## src/rtl/hazard_stall_unit.sv

```systemverilog
// hazard_stall_unit: load-use / branch-on-load interlock driving PC, IF/ID and ID/EX controls.
// Optional HAZARD_STATS_EN adds saturating stall_cycles and load_use_events counters.
module hazard_stall_unit (
    input  logic        clk,
    input  logic        reset,
    input  logic        dec_valid,
    input  logic [4:0]  dec_rn,
    input  logic [4:0]  dec_rm,
    input  logic [4:0]  dec_rd,
    input  logic        dec_uses_rn,
    input  logic        dec_uses_rm,
    input  logic        dec_uses_rd,
    input  logic        dec_regwrite,
    input  logic        dec_memread,
    input  logic        dec_is_branch,
    input  logic        branch_taken,
`ifdef HAZARD_STATS_EN
    output logic [31:0] stall_cycles,
    output logic [15:0] load_use_events,
`endif
    output logic        pc_write_en,
    output logic        if_id_write_en,
    output logic        id_ex_bubble,
    output logic        if_id_flush,
    output logic [1:0]  stall_cause
);
    logic       ex_valid, ex_regwrite, ex_memread;
    logic       mem_valid, mem_regwrite, mem_memread;
    logic [4:0] ex_rd, mem_rd;
    logic       h1, h2, stall;

    function automatic logic hit(input logic used, input logic [4:0] s, input logic [4:0] r);
        return used && s == r && r != 5'd31;
    endfunction

    assign h1 = dec_valid && ex_valid && ex_memread && ex_regwrite &&
                (hit(dec_uses_rn, dec_rn, ex_rd) || hit(dec_uses_rm, dec_rm, ex_rd) ||
                 hit(dec_uses_rd, dec_rd, ex_rd));
    assign h2 = dec_valid && dec_is_branch && mem_valid && mem_memread && mem_regwrite &&
                hit(dec_uses_rd, dec_rd, mem_rd);
    assign stall = h1 || h2;

    assign pc_write_en    = !reset && !stall;
    assign if_id_write_en = !reset && !stall;
    assign id_ex_bubble   = reset || stall;
    assign if_id_flush    = reset || (!stall && branch_taken);
    assign stall_cause    = reset ? 2'b00 : h1 ? 2'b01 : h2 ? 2'b10 : 2'b00;

    // Shadow EX/MEM destination info; a stalled decode enters EX as a bubble
    always_ff @(posedge clk) begin
        if (reset) begin
            ex_valid  <= 1'b0;
            mem_valid <= 1'b0;
        end else begin
            mem_valid    <= ex_valid;
            mem_rd       <= ex_rd;
            mem_regwrite <= ex_regwrite;
            mem_memread  <= ex_memread;
            ex_valid     <= dec_valid && !stall;
            ex_rd        <= dec_rd;
            ex_regwrite  <= dec_regwrite;
            ex_memread   <= dec_memread;
        end
    end

`ifdef HAZARD_STATS_EN
    logic h1_q;
    always_ff @(posedge clk) begin
        if (reset) begin
            h1_q            <= 1'b0;
            stall_cycles    <= '0;
            load_use_events <= '0;
        end else begin
            h1_q <= h1;
            if (stall && stall_cycles != '1)
                stall_cycles <= stall_cycles + 32'd1;
            if (h1 && !h1_q && load_use_events != '1)
                load_use_events <= load_use_events + 16'd1;
        end
    end
`endif
endmodule

```

## config.mk

```make
export PLATFORM = sky130hd
export DESIGN_NAME = hazard_stall_unit
export DESIGN_NICKNAME = d
export VERILOG_FILES = /design/src/rtl/hazard_stall_unit.sv
export SDC_FILE = /design/constraint.sdc
export NUM_CORES = 1
export LEC_CHECK = 0
export ABC_AREA = 0
export CAP_MARGIN = 20
export CORE_MARGIN = 5
export CORE_UTILIZATION = 42
export CTS_CLUSTER_DIAMETER = 50
export CTS_CLUSTER_SIZE = 14
export DETAILED_ROUTE_END_ITERATION = 10
export GPL_TIMING_DRIVEN = 0
export HOLD_SLACK_MARGIN = 0.03
export PLACE_DENSITY = 0.87
export SYNTH_ARGS = -nofsm -noshare
export SYNTH_HDL_FRONTEND = slang
export SYNTH_SLANG_ARGS = --single-unit
```

## constraint.sdc

```tcl
create_clock -name clk -period 2.4 [get_ports clk]
set_input_delay 0.36 -clock clk [delete_from_list [all_inputs] [get_ports clk]]
set_output_delay 0.36 -clock clk [all_outputs]
set_load 0.02 [all_outputs]
```

==> impl_metrics.yaml <==
synth:
  synthCells: 64
  synth_area_per_cell_um2: 12.9
  seq_area_frac_synth_pct: 55.8
  netlist_area_um2: 825
  ys_types: 22
  yosysWarnings: 0
  synth-seq-cells: 16
  syn_nets: 89
worst_setup_path:
  crit_type: "in2out"
  slowest_delay_ns: 0.48
  r2r_slack_ns: 0.82
  reg2reg_from: "ex_rd[3]"
  r2r_end: "ex_valid"
  cpMaxStageDelayCell: "clkdlybuf4s50_1"
  crit_fanout: 6
  cp-start-kind: "primary input"
  crit_chain: "clkdlybuf4s50_1 -> xor2_1 -> nor4_1 -> and3_2 -> o31ai_4 -> nor3b_2 -> buf_4"
  reg2reg_depth: 5
  arrival_ns: 2.01
  endpoint_kind: "primary output"
  required_ns: 2.04
cts:
  h-tree-depth: 1
  cts_buffers: 3
  path_clk_slew_ns: 0.10
  cts-root-buf: "clkbuf_4"
  cts_sinks: 16
  cts_buffer_depth: 2
  tritoncts: "yes"
  worstSkewPairLatency_ns: 0.28
placement:
  hpwl_um: 1440
  place_congestion: 0.796
  placed_area_um2: 1160
  port_buffers: 30
floorplan:
  fp.dieW_um: 54.3
  core_area_um2: 1920
  initial_utilization_pct: 42.9
  die_h_um: 54.3
  ios: 31
  fp-row-count: 16
  die_area_um2: 2950
hold_path:
  min_from: "dec_rd[4]"
  holdPathStages: 1
  hold_end: "ex_rd[4]"
  hold_class: "in2reg"
global_route:
  grt_max_degree: 15
  grt_pass1_vias: 611
  grt-ovfl-total: 0
  grt_first_pass_wirelength_um: 2780
  grt_antenna_before_repair: 0
  grt_usage_pct: 12.8
sta:
  skew_ns: 0.0125
  setup_viol: 0
  drv_slew: 0
  fin_crit_ns: 2.37
  holdWs_ns: 0.353
  worst_pin_slew_ns: 0.536
  period_share_pct: 98.8
  rsz0062_at_grt: "true"
  hold_viol: 0
  clock.fmax_mhz: 422
  tns_ns: 0
  slew_headroom_pct: 64.2
status:
  status: "finished, final reports clean"
pwr:
  p_clk_share_pct: 24.2
  p_leak_nw: 0.458
  power_mw: 0.600
  worst_ir_drop_vdd_uv: 313
  sw_frac_of_total_pct: 24.0
  pwr-share-seq_pct: 57.4
  p_switching_mw: 0.144
  p_int_mw: 0.456
  combPwrFrac_pct: 18.5
  pwr_density_cell_nw_per_um2: 504
final_layout:
  synthToLayoutAreaGrowth_pct: 44.2
  drive_gt1_share_pct: 19.2
  layout_common_cells: "clkdlybuf4s50_1, xor2_1, edfxtp_1, nand4_1, nor2_1"
  final_util_pct: 61.8
  nFillCells: 171
  final_common_cell: "clkdlybuf4s50_1"
  antenna_cells: 0
  stdcell_area_um2: 1190
  layout.nets: 125
drt:
  wire_per_inst_um: 14.0
  vias_per_cell: 4.92
  firstDrtPassIters: 4
  drtAntennaViolNets: 0
  vias: 620
  drt_wl_total_um: 1770
  drtIter0Drc: 8
  drc: 0
flow_run:
  drv_cap: 0
## flip-flops by register name, indices dropped and copies added (netlist names)
name / cells
mem_rd: 5
mem_regwrite: 1
ex_valid: 1
ex_memread: 1
mem_valid: 1
mem_memread: 1
ex_regwrite: 1
ex_rd: 5
## synth_stat cells
library cell	instances	area [µm²]
o31ai_4	1	21.3
inv_1	1	3.75
nor3b_2	1	12.5
nor2_1	4	15.0
and3_1	2	12.5
o21ai_0	1	5.00
dfxtp_1	2	40.0
buf_4	1	7.51
edfxtp_1	14	420
and2_2	1	7.51
xnor2_1	3	26.3
and3_2	2	15.0
and3_4	1	11.3
nor4_1	3	18.8
nand4_1	4	25.0
a31o_2	1	8.76
nand3_1	1	5.00
xor2_1	16	140
nor2b_1	1	6.26
a41oi_1	1	8.76
nand2_1	2	7.51
a31oi_1	1	6.26
## critical path, delay by kind of cell
kind	cells	cell delay [ns]
AO/OA/AOI/OAI	1	0.33
XOR/XNOR	1	0.17
AND/OR/NAND/NOR	3	0.51
buffers and inverters	2	0.64
## timing repair
| action | 4_1_cts | 5_1_grt |
|---|---|---|
| pin swaps | 8 | 9 |
| hold buffers | 0 | 0 |
| resized for setup | 25 | 8 |
| endpoints found under the setup margin | 6 | 6 |
| setup buffers | 0 | 1 |
## worst max path at each step
stage	start	to	slack [ns]	cells past startpoint
2_1_floorplan	ex_rd[0]	pc_write_en	0.46	6
3_3_place_gp	dec_rd[4]	pc_write_en	-0.47	8
3_5_place_dp	dec_rd[0]	pc_write_en	-0.51	8
4_1_cts	ex_rd[3]	pc_write_en	0.01	7
5_1_grt	ex_rd[2]	pc_write_en	-0.1	7
6_report	dec_rm[2]	stall_cause[1]	0.03	7
## per-layer routing
metal  track usage (%)  share of wire (%)
met1              15.3                 43
met2              23.1                 52
met3              3.27                5.3
met4              2.49                  0
met5                 0                  0
## final cells by class
cell class	count	area [µm²]	area share, %
well taps	27	33.8	2.84
inverters	1	3.75	0.316
clock buffers	4	26.3	2.21
flip-flops and latches	16	460	38.7
multi-input cells	46	360	30.3
repair buffers	31	293	24.6
plain buffers	1	11.3	0.947
## kinds of logic after synthesis
kind of cell | Yosys count | synth area share (%)
simple gates | 22 | 16.5
xor+xnor | 19 | 20.2
flops | 16 | 55.8
compound gates | 5 | 6.07
buf+inv | 2 | 1.37
## power groups by stage
| stage | clock network (mW) | logic [mW] | registers (mW) |
|---|---|---|---|
| 6_report | 0.145 | 0.111 | 0.344 |
| 2_1_floorplan | 0 | 0.0481 | 0.345 |
| 4_1_cts | 0.150 | 0.106 | 0.344 |
| 3_5_place_dp | 0 | 0.108 | 0.351 |
| 5_1_grt | 0.158 | 0.120 | 0.347 |
| 3_3_place_gp | 0 | 0.104 | 0.350 |
## per-stage QoR
step | setup slack [ns] | std cells
floorplan | 0.458 | 64
global placement | -0.467 | 121
detailed placement | -0.511 | 121
CTS | 0.0101 | 125
global route | -0.0984 | 126
finish | 0.0282 | 126
(Power assumes the default switching activity.)
